File: config.mk
export PLATFORM = sky130hd
export DESIGN_NAME = pe_start_sequencer
export DESIGN_NICKNAME = d
export VERILOG_FILES = /design/src/rtl/pe_ctrl_pkg.sv /design/src/rtl/pe_mask_next.sv /design/src/rtl/pe_start_sequencer.sv
export SDC_FILE = /design/constraint.sdc
export NUM_CORES = 1
export LEC_CHECK = 0
export ABC_AREA = 1
export ABC_CLOCK_PERIOD_IN_PS = 5200
export CAP_MARGIN = 20
export CORE_ASPECT_RATIO = 1.2
export CORE_MARGIN = 8
export CORE_UTILIZATION = 61
export DETAILED_ROUTE_END_ITERATION = 10
export HOLD_SLACK_MARGIN = 0.1
export PLACE_DENSITY = 0.84
export SLEW_MARGIN = 25
export SYNTH_ARGS = -nofsm -noshare
export SYNTH_HDL_FRONTEND = slang
export SYNTH_SLANG_ARGS = --single-unit
File: constraint.sdc
create_clock -name clk -period 5.2 [get_ports clk]
set_input_delay 1.04 -clock clk [delete_from_list [all_inputs] [get_ports clk]]
set_output_delay 1.04 -clock clk [all_outputs]
set_load 0.02 [all_outputs]
File: src/rtl/pe_ctrl_pkg.sv
// Shared definitions for the PE start/enable control slice.
package pe_ctrl_pkg;

    localparam int unsigned NUM_PE_DEF = 4;
    localparam int unsigned CNT_W_DEF  = 16;
    localparam int unsigned STG_W_DEF  = 4;

    typedef enum logic [2:0] {
        IDLE,
        RAMP_UP,
        RUN,
        RAMP_DOWN,
        DONE
    } pe_seq_state_e;

endpackage

File: src/rtl/pe_mask_next.sv
// Finds the lowest set mask bit above idx (or at/above idx when incl is set).
module pe_mask_next #(
    parameter int unsigned NUM_PE = 4,
    parameter int unsigned IW     = 2
) (
    input  logic [NUM_PE-1:0] mask,
    input  logic [IW-1:0]     idx,
    input  logic              incl,
    output logic [IW-1:0]     next_idx,
    output logic              none_left
);

    // Descending scan so the lowest qualifying index is written last.
    always_comb begin
        next_idx  = '0;
        none_left = 1'b1;
        for (int i = int'(NUM_PE) - 1; i >= 0; i--) begin
            if (mask[i] && ((incl && (i >= int'(idx))) || (i > int'(idx)))) begin
                next_idx  = IW'(i);
                none_left = 1'b0;
            end
        end
    end

endmodule

File: src/rtl/pe_start_sequencer.sv
// Staggered ap_start ramp-up / hold / ramp-down sequencer for a group of PE tiles,
// with abort and a one-cycle done/aborted completion pulse.
module pe_start_sequencer
    import pe_ctrl_pkg::*;
#(
    parameter int unsigned NUM_PE = NUM_PE_DEF,
    parameter int unsigned CNT_W  = CNT_W_DEF,
    parameter int unsigned STG_W  = STG_W_DEF
) (
    input  logic              clk,
    input  logic              reset,
    input  logic              cfg_valid,
    output logic              cfg_ready,
    input  logic [NUM_PE-1:0] cfg_pe_mask,
    input  logic [CNT_W-1:0]  cfg_run_len,
    input  logic [STG_W-1:0]  cfg_stagger,
    input  logic              abort,
    output logic [NUM_PE-1:0] ap_start,
    output logic              busy,
    output logic              done,
    output logic              aborted
);

    localparam int unsigned IW = (NUM_PE > 1) ? $clog2(NUM_PE) : 1;
    localparam int unsigned MW = $clog2(NUM_PE + 1);
    localparam int unsigned CW = (CNT_W > STG_W) ? CNT_W : STG_W;

    function automatic logic [MW-1:0] popcount(input logic [NUM_PE-1:0] v);
        popcount = '0;
        for (int i = 0; i < int'(NUM_PE); i++) begin
            popcount = popcount + MW'(v[i]);
        end
    endfunction

    pe_seq_state_e     state_q, state_d;
    logic [NUM_PE-1:0] mask_q, mask_d;
    logic [CNT_W-1:0]  len_q, len_d;
    logic [STG_W-1:0]  stg_q, stg_d;
    logic [MW-1:0]     m_q, m_d;
    logic [MW-1:0]     left_q, left_d;
    logic [CW-1:0]     cnt_q, cnt_d;
    logic [IW-1:0]     rise_q, rise_d;
    logic [IW-1:0]     fall_q, fall_d;
    logic [NUM_PE-1:0] ap_start_d;
    logic              cfg_ready_d, busy_d, done_d, aborted_d;

    logic [NUM_PE-1:0] q_mask;
    logic [IW-1:0]     q_idx;
    logic              q_incl;
    logic [IW-1:0]     q_next;
    logic              q_none;

    pe_mask_next #(
        .NUM_PE (NUM_PE),
        .IW     (IW)
    ) u_mask_next (
        .mask      (q_mask),
        .idx       (q_idx),
        .incl      (q_incl),
        .next_idx  (q_next),
        .none_left (q_none)
    );

    always_ff @(posedge clk) begin
        if (reset) begin
            state_q   <= IDLE;
            mask_q    <= '0;
            len_q     <= '0;
            stg_q     <= '0;
            m_q       <= '0;
            left_q    <= '0;
            cnt_q     <= '0;
            rise_q    <= '0;
            fall_q    <= '0;
            ap_start  <= '0;
            cfg_ready <= 1'b1;
            busy      <= 1'b0;
            done      <= 1'b0;
            aborted   <= 1'b0;
        end else begin
            state_q   <= state_d;
            mask_q    <= mask_d;
            len_q     <= len_d;
            stg_q     <= stg_d;
            m_q       <= m_d;
            left_q    <= left_d;
            cnt_q     <= cnt_d;
            rise_q    <= rise_d;
            fall_q    <= fall_d;
            ap_start  <= ap_start_d;
            cfg_ready <= cfg_ready_d;
            busy      <= busy_d;
            done      <= done_d;
            aborted   <= aborted_d;
        end
    end

    // Rises walk rise_q with an S+1 spacing; after L hold cycles falls walk fall_q the same way.
    always_comb begin
        state_d    = state_q;
        mask_d     = mask_q;
        len_d      = len_q;
        stg_d      = stg_q;
        m_d        = m_q;
        left_d     = left_q;
        cnt_d      = cnt_q;
        rise_d     = rise_q;
        fall_d     = fall_q;
        ap_start_d = ap_start;
        done_d     = 1'b0;
        aborted_d  = 1'b0;
        q_mask     = mask_q;
        q_idx      = fall_q;
        q_incl     = 1'b0;

        case (state_q)
            IDLE: begin
                q_mask = cfg_pe_mask;
                q_idx  = '0;
                q_incl = 1'b1;
                if (cfg_valid) begin
                    mask_d = cfg_pe_mask;
                    len_d  = cfg_run_len;
                    stg_d  = cfg_stagger;
                    m_d    = popcount(cfg_pe_mask);
                    if (q_none || (cfg_run_len == '0)) begin
                        state_d = DONE;
                        done_d  = 1'b1;
                    end else begin
                        ap_start_d[q_next] = 1'b1;
                        rise_d             = q_next;
                        fall_d             = q_next;
                        if (m_d == MW'(1)) begin
                            state_d = RUN;
                            cnt_d   = CW'(cfg_run_len - CNT_W'(1));
                        end else begin
                            state_d = RAMP_UP;
                            cnt_d   = CW'(cfg_stagger);
                            left_d  = m_d - MW'(1);
                        end
                    end
                end
            end
            RAMP_UP: begin
                q_idx = rise_q;
                if (abort) begin
                    ap_start_d = '0;
                    state_d    = DONE;
                    done_d     = 1'b1;
                    aborted_d  = 1'b1;
                end else if (cnt_q == '0) begin
                    ap_start_d[q_next] = 1'b1;
                    rise_d             = q_next;
                    if (left_q == MW'(1)) begin
                        state_d = RUN;
                        cnt_d   = CW'(len_q - CNT_W'(1));
                    end else begin
                        cnt_d  = CW'(stg_q);
                        left_d = left_q - MW'(1);
                    end
                end else begin
                    cnt_d = cnt_q - CW'(1);
                end
            end
            RUN: begin
                if (abort) begin
                    ap_start_d = '0;
                    state_d    = DONE;
                    done_d     = 1'b1;
                    aborted_d  = 1'b1;
                end else if (cnt_q == '0) begin
                    ap_start_d[fall_q] = 1'b0;
                    if (m_q == MW'(1)) begin
                        state_d = DONE;
                        done_d  = 1'b1;
                    end else begin
                        state_d = RAMP_DOWN;
                        cnt_d   = CW'(stg_q);
                        left_d  = m_q - MW'(1);
                    end
                end else begin
                    cnt_d = cnt_q - CW'(1);
                end
            end
            RAMP_DOWN: begin
                if (abort) begin
                    ap_start_d = '0;
                    state_d    = DONE;
                    done_d     = 1'b1;
                    aborted_d  = 1'b1;
                end else if (cnt_q == '0) begin
                    ap_start_d[q_next] = 1'b0;
                    fall_d             = q_next;
                    if (left_q == MW'(1)) begin
                        state_d = DONE;
                        done_d  = 1'b1;
                    end else begin
                        cnt_d  = CW'(stg_q);
                        left_d = left_q - MW'(1);
                    end
                end else begin
                    cnt_d = cnt_q - CW'(1);
                end
            end
            DONE: begin
                state_d = IDLE;
            end
            default: begin
                state_d    = IDLE;
                ap_start_d = '0;
            end
        endcase

        cfg_ready_d = (state_d == IDLE);
        busy_d      = (state_d != IDLE);
    end

endmodule

==> impl.org, run 1 <==
** Placement
- Routability-driven placement finished with a final weighted congestion of approximately 0.95.
- Setup slack at placement :: between 0.8 and 0.9 ns
- HPWL after detailed placement :: 8930 um
- Input and output buffers added on the ports amount to 35.
- Cell total after placement :: between 700 and 800

** Finish
- The count of cells in the finished layout, fillers not included, comes to 801.
- Share of layout cells above drive strength 1 :: 6.30%
- Compared with the post-synthesis result, the final layout area differs by 14.3%.
- In the final design database the tool counted about 750 nets.
- 0 antenna diodes ended up in the layout.

** CTS
- In this run, CTS created clock tree buffers numbering 9.
- TritonCTS built the clock tree.
- Counting every sink on the clock net gives 60.
- Maximum number of buffers from clock root to sink :: 2
- Number of H-tree levels :: 3
- Once the clock tree was built, the resizer swapped 0 gates to a different size.
- Cell at the root of the clock tree :: clkbuf_8
- Clock latency on the worst-skew pair, taken at its later pin, is between 0.3 and 0.4 ns.
- For this design, the CTS-stage hold fixing added 0 buffers.
- After clock tree synthesis, the setup repair step added 0 buffers.
- Clock-pin slew was measured on the worst setup and hold paths at ~0.070 ns.

** Timing
- Post-Route Hold Slack :: about 0.46 ns
- Relative max-transition margin :: 36.5%
- Setup violations remaining at the end of the flow were counted as 0.
- After layout, the worst setup slack is 1.16 ns.
- Setup repair after global routing left no endpoint under its margin.
- The total count of max-transition violations in the final report is 0.
- Worst Skew :: 0.0121 ns
- After routing, the total negative slack on setup checks comes to 0 ns.
- The hold violation total from the final report is 0.
- The worst path needs between 4 and 5 ns of the cycle, external delays included.
- Timing would allow up to 0.247 GHz.
- Share of the clock period used by the worst path after layout :: 77.7%
- For the pin with the worst max-slew slack, the measured transition is about 0.95 ns.

** Power and ir drop
- Worst ir drop on vdd :: 0.000265 V
- Sequential cells account for 30.6% of the total power.
- Per report_power, the clock group accounts for 19.2% of the total.
- The internal portion of the total power is 1.17 mW.
- For this design the static power due to leakage is 2.17 nW.
- Total power divided by cell area :: 449 nW/um^2
- For this design the total switching power over the nets is 0.996 mW.
- In this run switching power makes up 46.0% of total power.
- Combinational Power Share :: between 50% and 60%
- The design draws 2.17 mW.

** Worst setup path
- Worst endpoint required time :: 5.48 ns
- STA classifies the critical path endpoint as a register.
- Launching element type of the critical path :: primary input
- The number of cells on the worst reg-to-reg path is 15.
- The worst setup path is of the in -> reg kind.
- Across all register-to-register paths, the minimum setup slack is 2.90 ns.
- Destination of the worst register-to-register timing path :: cnt_q[7]$_SDFFE_PP0P_
- Of all nets on the critical path, the largest fanout is 10.
- Worst endpoint data arrival time :: about 4.3 ns
- In this run the critical register-to-register path is launched from cnt_q[0]$_SDFFE_PP0P_.

** Global route
- Via count of the first global-routing pass :: 4519
- Number of antenna violations at the first check in global routing :: 0
- Global Route Usage Sum :: about 25%
- The first global-routing pass estimated between 20000 and 25000 um of wire.
- Largest net degree at the start of global routing :: 40
- Aggregate global routing overflow :: 0

** Route
- The detail route stage leaves a number of antenna-violating nets equal to 0.
- For this run, design rule violations remaining after detail routing come to 0.
- In the routed layout, each cell is associated on average with a via count of 5.69.
- Total routed wirelength :: 12000 um
- Detailed router's first-iteration violation count :: 320
- DR vias :: 4556
- The first detailed-routing pass took 5 iterations.
- In the final routed layout, each cell accounts on average for 15.0 um.

** Floorplan
- Row generation in the floorplan step produced 33 rows.
- Top-level I/O count :: 36
- Total Die Area :: a little under 10000 um^2
- Die X-Extent :: 91.9 um
- Core Footprint :: 6770 um^2
- The die is 107 um tall.
- Starting Density :: 62.3%

** Outcome
- Status :: complete, no violations

** Synth
- The most used flip-flop cell after synthesis is dfxtp_1.
- Post-synthesis cell type with the largest combined area :: dfxtp_1
- Number of enable-type register cells in the synthesized netlist :: 0
- The cell area that synthesis handed to floorplanning was approximately 4200 um^2.
- Register area share after synthesis :: 28.5%
- The number of nets in the synthesized netlist is 713.
- Ranking of synthesized cells by area :: dfxtp_1, nand2_1, nor2_1, inv_1, o21ai_0
- Cells after Synth :: 673
- After synthesis, the mean cell area works out to 6.27 um^2.
- Count of state elements after synthesis :: 60
- FFs w/ async S/R, synth :: 0%
- Share of Yosys cell area claimed by the top area cell type :: 28.5%
- Number of distinct library cell variants in the gate-level netlist after synthesis :: 40
- Count of synthesis-stage warnings from yosys :: 0

** Run
- Max-cap violations in this run came to 0.

** Worst hold path
- The tightest min-delay check is of the reg -> reg type.
- The worst hold path passes through 2 cells.
- Hold path startpoint :: stg_q[3]$_SDFFE_PP0P_
- Worst hold path endpoint :: stg_q[3]$_SDFFE_PP0P_
[flip-flops by register name (all words and copies together), names as in the netlist, 3 cells and up]
signal    cells
len_q        16
left_q        3
mask_q        3
cnt_q        16
ap_start      4
state_q       3
stg_q         4
m_q           3
[how the worst max path moves through the flow]
| stage | slack, ns | cells after the start | start | to |
|---|---|---|---|---|
| 2_1_floorplan | 1.78 | 15 | cfg_pe_mask[0] | cnt_q[9]$_SDFFE_PP0P_ |
| 3_3_place_gp | 1.0 | 16 | cfg_pe_mask[1] | cnt_q[9]$_SDFFE_PP0P_ |
| 3_5_place_dp | 0.87 | 16 | cfg_pe_mask[1] | cnt_q[9]$_SDFFE_PP0P_ |
| 4_1_cts | 1.22 | 16 | cfg_pe_mask[1] | cnt_q[9]$_SDFFE_PP0P_ |
| 5_1_grt | 0.73 | 16 | cfg_pe_mask[1] | cnt_q[9]$_SDFFE_PP0P_ |
| 6_report | 1.16 | 16 | cfg_pe_mask[1] | cnt_q[9]$_SDFFE_PP0P_ |
[cell usage in the layout, fill, tap and decap left out, types with 20 or more instances in the layout]
cell type	count
xor2_1	20
dfxtp_1	60
o21ai_0	61
clkdlybuf4s50_1	35
inv_1	81
a21oi_1	55
nand3_1	38
nand2_1	145
nor2_1	108
[cells in the mapped netlist (2+ instances only)]
cell type and count:
dfxtp_1 60, nor3_1 11, a21oi_1 55, o22ai_1 4, nand2_2 3, inv_1 82
nand4_1 7, ha_1 11, o21ai_0 61, inv_2 5, nor2_2 4, clkbuf_1 10
o221ai_1 8, nand2_1 145, nor2_1 108, nand2_4 3, xor2_1 20, buf_6 2
o211ai_1 4, a31oi_1 4, nand3_1 38, xnor2_1 8, or2_2 2, nor2_4 2
[power by group through the flow]
stage          sequential, mW  combinational, mW  clock [mW]
6_report                0.664               1.09       0.416
5_1_grt                 0.678               1.22       0.447
4_1_cts                 0.661               1.07       0.421
3_5_place_dp            0.671               1.07           0
3_3_place_gp            0.667               1.04           0
2_1_floorplan           0.666              0.806           0
[final cells by class]
| type | count | area, um^2 |
|---|---|---|
| Inverter | 88 | 330 |
| Timing Repair Buffer | 39 | 380 |
| Fill cell | 603 | 1950 |
| Multi-Input combinational cell | 511 | 2620 |
| Clock buffer | 11 | 131 |
| Sequential cell | 60 | 1200 |
| Tap cell | 87 | 109 |
| Clock inverter | 5 | 52.6 |
[metrics by stage]
step | cell area (um^2) | util, %
after floorplan | 4220 | -
after global placement | 4640 | 68.5
after detailed placement | 4640 | 68.5
after CTS | 4820 | 71.2
after global routing | 4820 | 71.2
final | 4820 | 71.2
[cells by family (layout without fill, tap and decap cells)]
family | after synthesis | in the layout | share of synthesized area [%]
AND/OR/NAND/NOR | 330 | 330 | 34.3
AO/OA/AOI/OAI | 141 | 141 | 18.2
buffers and inverters | 102 | 143 | 9.46
flip-flops | 60 | 60 | 28.5
XOR/XNOR | 28 | 28 | 5.81
adder cells (fa/ha/maj) | 12 | 12 | 3.74
[metal layers]
layer,vias up,wire length [um],track usage (%)
li1,2267,-,-
met1,2057,4680,25.6
met2,175,6070,46.1
met3,57,657,5.80
met4,0,583,15.2
met5,-,0,0
[critical path: stages]
cell and delay, ns:
clkdlybuf4s50_1 0.52, fa_1 0.44, ha_1 0.20, ha_1 0.26
inv_1 0.09, ha_1 0.15, inv_1 0.04, nor2_1 0.26
inv_1 0.18, nor2_1 0.24, clkinv_1 0.32, a21oi_1 0.21
o21ai_0 0.10, o211ai_1 0.10, nor2_1 0.07, nor2_1 0.10
Note: power is estimated with default switching activity, not from simulation.
==> inputs of run 2 (changes only) <==
Settings changed: ABC_CLOCK_PERIOD_IN_PS 5200 to 4200, CORE_UTILIZATION 61 to 59, PLACE_DENSITY 0.84 to 0.82.
Clock period 5.2 ns to 4.2 ns, I/O delays scaled along.
==> run 2 against run 1 <==
Effect of this change:
- critical endpoint unchanged
- register-to-register slack got worse by 1.1 ns
- largest power group unchanged
- first-iteration DRC count increased by 0.63%
- sequential cell count unchanged
- largest cell class unchanged
- clock-buffer cell count increased by 1
==> impl.org, run 2 (same netlist as run 1, synthesis figures left out) <==
** Worst setup path
- On the critical path, the stage with the largest delay is an instance of clkdlybuf4s50_1.
- Kind of cell adding the most delay to the critical path :: buffers and inverters
- Number of cells traversed by the worst register-to-register path :: 14
- Cell depth of the worst setup path :: 16
- Crit path kind :: in -> reg
- The worst register-to-register path ends at cnt_q[9]$_SDFFE_PP0P_.
- Following the worst setup path forward leads to its endpoint at cnt_q[9]$_SDFFE_PP0P_.
- Nature of the critical path endpoint :: register
- Launching element type of the critical path :: primary input
- Worst setup path start :: cfg_pe_mask[1]
- Counting stages on the worst path, the most repeated cell is nor2_1.
- For this run, the slowest stage of the critical path takes 0.52 ns.
- Top fanout value on the critical path :: 10
- The signal on the critical path passes through clkdlybuf4s50_1, fa_1, ha_1, ha_1, inv_1, ha_1, inv_1, nor2_1, inv_1, nor2_1, clkinv_1, a21oi_1, o21ai_0, o211ai_1, nor2_1, nor2_1.
- STA puts the critical path data arrival time at 3.97 ns.
- For flop-to-flop paths, the worst setup slack is 1.81 ns.
- The startpoint identified for the worst register-to-register timing path is cnt_q[0]$_SDFFE_PP0P_.
- Worst endpoint required time :: 4.48 ns
- The critical path contains buffers and inverters numbering 5 combined.

** Global route
- The number of global-route vias before repair came to 4522.
- After global routing the overflow that remains totals 0.
- The initial antenna violation count is 0.
- Wire length of the first global-routing pass :: 20400 um
- Entering global routing, the biggest net connects 44 pins.
- Global Route Usage Sum :: 25.4%

** Route
- For this run, design rule violations remaining after detail routing come to 0.
- The first detailed-routing pass took 7 iterations.
- DR vias/cell :: 5.68
- After detailed routing, the total wire length is 12400 um.
- The detail route stage leaves a number of antenna-violating nets equal to 0.
- After detailed routing, the average wire length per cell comes to 15.4 um.
- DR vias :: about 4600
- Detailed router's first-iteration violation count :: 322

** Placement
- At the end of routability-driven placement, the weighted congestion stood at 0.935.
- Port buffering added 35 buffers.
- The number of placed instances, taps included, is about 790.
- HPWL after detailed placement :: 9310 um

** Timing
- Static timing analysis puts the maximum clock frequency at 0.271 GHz.
- Setup repair after global routing missed its margin :: false
- The clock period could shrink to between 3 and 4 ns.
- The total count of max-transition violations in the final report came to 0.
- Count of endpoints failing hold in the final timing report :: 0
- Worst-Margin Slew :: approximately 0.9 ns
- Share of the clock period used by the worst path after layout :: 87.7%
- Setup Viol. Count Final :: 0
- Worst Skew :: 0.00886 ns
- Summed negative setup slack over all endpoints :: 0 ns
- Relative max-transition margin :: a little under two fifths

** Finish
- Relative to the synthesized area, the layout overhead comes to 15.0%.
- Cells with a size suffix above 1 make up 6.43% of the layout.
- 0 antenna diodes ended up in the layout.
- Once layout is complete, the cells apart from fillers number between 800 and 900.
- The largest registers in the layout are cnt_q: 16 flops, len_q: 16 flops.
- In the final design database the tool counted 750 nets.
- Leaving out fill and tap cells, the most frequent cell in the layout is nand2_1.
- Commonest cells after routing, fill and taps aside :: nand2_1, nor2_1, inv_1

** CTS
- CTS tree :: done
- Cell at the root of the clock tree :: clkbuf_8
- After clock tree synthesis, the clock-pin slew on the worst setup and hold paths is 0.07 ns.
- Buffers inserted during clock tree synthesis total 9.
- Count of cells resized by post-cts repair :: 0
- Counting along the longest clock path gives a buffer depth of 2.
- Number of H-tree levels :: 3
- Count of hold buffers inserted by post-cts repair :: 0
- Source-to-sink clock delay at the later pin of the worst-skew pair :: 0.35 ns
- Clock sinks :: 60
- Post-CTS timing repair inserted 0 buffers for setup.

** Power and ir drop
- Power spread over the standard cell area amounts to 564 nW/um^2.
- Worst ir drop on vdd :: roughly 0.00032 V
- Static leakage :: 2.19 nW
- The completed layout was analyzed and its total power is 2.74 mW.

** Floorplan
- The die is 109 um tall.
- Die X-Extent :: between 90 and 100 um
- Cell Rows :: 34
- For this configuration, the core starts out at a cell density of about three fifths.
- Pin placement for this block handled 36 I/O pins.
- Total Die Area :: 10100 um^2
- Core Footprint :: ~7100 um^2

** Run
- Max Cap Violations :: 0

** Worst hold path
- The worst hold path begins at stg_q[0]$_SDFFE_PP0P_.
- The min-delay analysis places its worst path in the category reg -> reg.

** Outcome
- The run finished with clean final reports.
run 2: power breakdown:
part           leakage (nW)  internal [mW]  switching, mW
clock                 0.102          0.305          0.246
combinational          1.59          0.473          0.887
sequential            0.496          0.707          0.120
run 2: final cells by class:
cell class / instances / area [um^2]
multi-input cells: 511 / 2620
fillers: 629 / 2250
flip-flops and latches: 60 / 1200
repair buffers: 40 / 388
inverters: 88 / 330
clock buffers: 12 / 155
well taps: 90 / 113
clock inverters: 4 / 47.5
run 2: worst min path at each step:
stage / endpoint / slack, ns / depth (start not counted)
6_report: stg_q[0]$_SDFFE_PP0P_ / 0.48 / 2
5_1_grt: mask_q[3]$_SDFFE_PP0P_ / 0.50 / 2
4_1_cts: stg_q[0]$_SDFFE_PP0P_ / 0.47 / 2
3_5_place_dp: stg_q[0]$_SDFFE_PP0P_ / 0.46 / 2
3_3_place_gp: stg_q[3]$_SDFFE_PP0P_ / 0.44 / 2
2_1_floorplan: stg_q[3]$_SDFFE_PP0P_ / 0.43 / 2
run 2: through the flow:
stage / instance area [um^2] / hold WS (ns) / util (%) / setup slack, ns
final: 4850 / 0.475 / 68.3 / 0.515
after CTS: 4850 / 0.474 / 68.3 / 0.529
after global placement: 4650 / 0.443 / 65.5 / 0.367
after global routing: 4850 / 0.499 / 68.3 / 0.205
after floorplan: 4220 / 0.430 / - / 0.978
after detailed placement: 4650 / 0.459 / 65.5 / 0.206
run 2: worst reg2reg max path, delay by kind of cell, from the launching register on:
kind,cells,cell delay (ns)
adder cells (fa/ha/maj),1,0.22
buffers and inverters,2,0.14
flip-flops,1,0.37
AND/OR/NAND/NOR,11,1.57
run 2: metal layers:
metal | up-vias | global-route usage, % | wire length [um]
met5 | - | 0 | 0
met4 | 0 | 18.2 | 700
met3 | 59 | 4.13 | 591
met2 | 161 | 47.3 | 6370
met1 | 2100 | 25.1 | 4710
li1 | 2254 | - | -
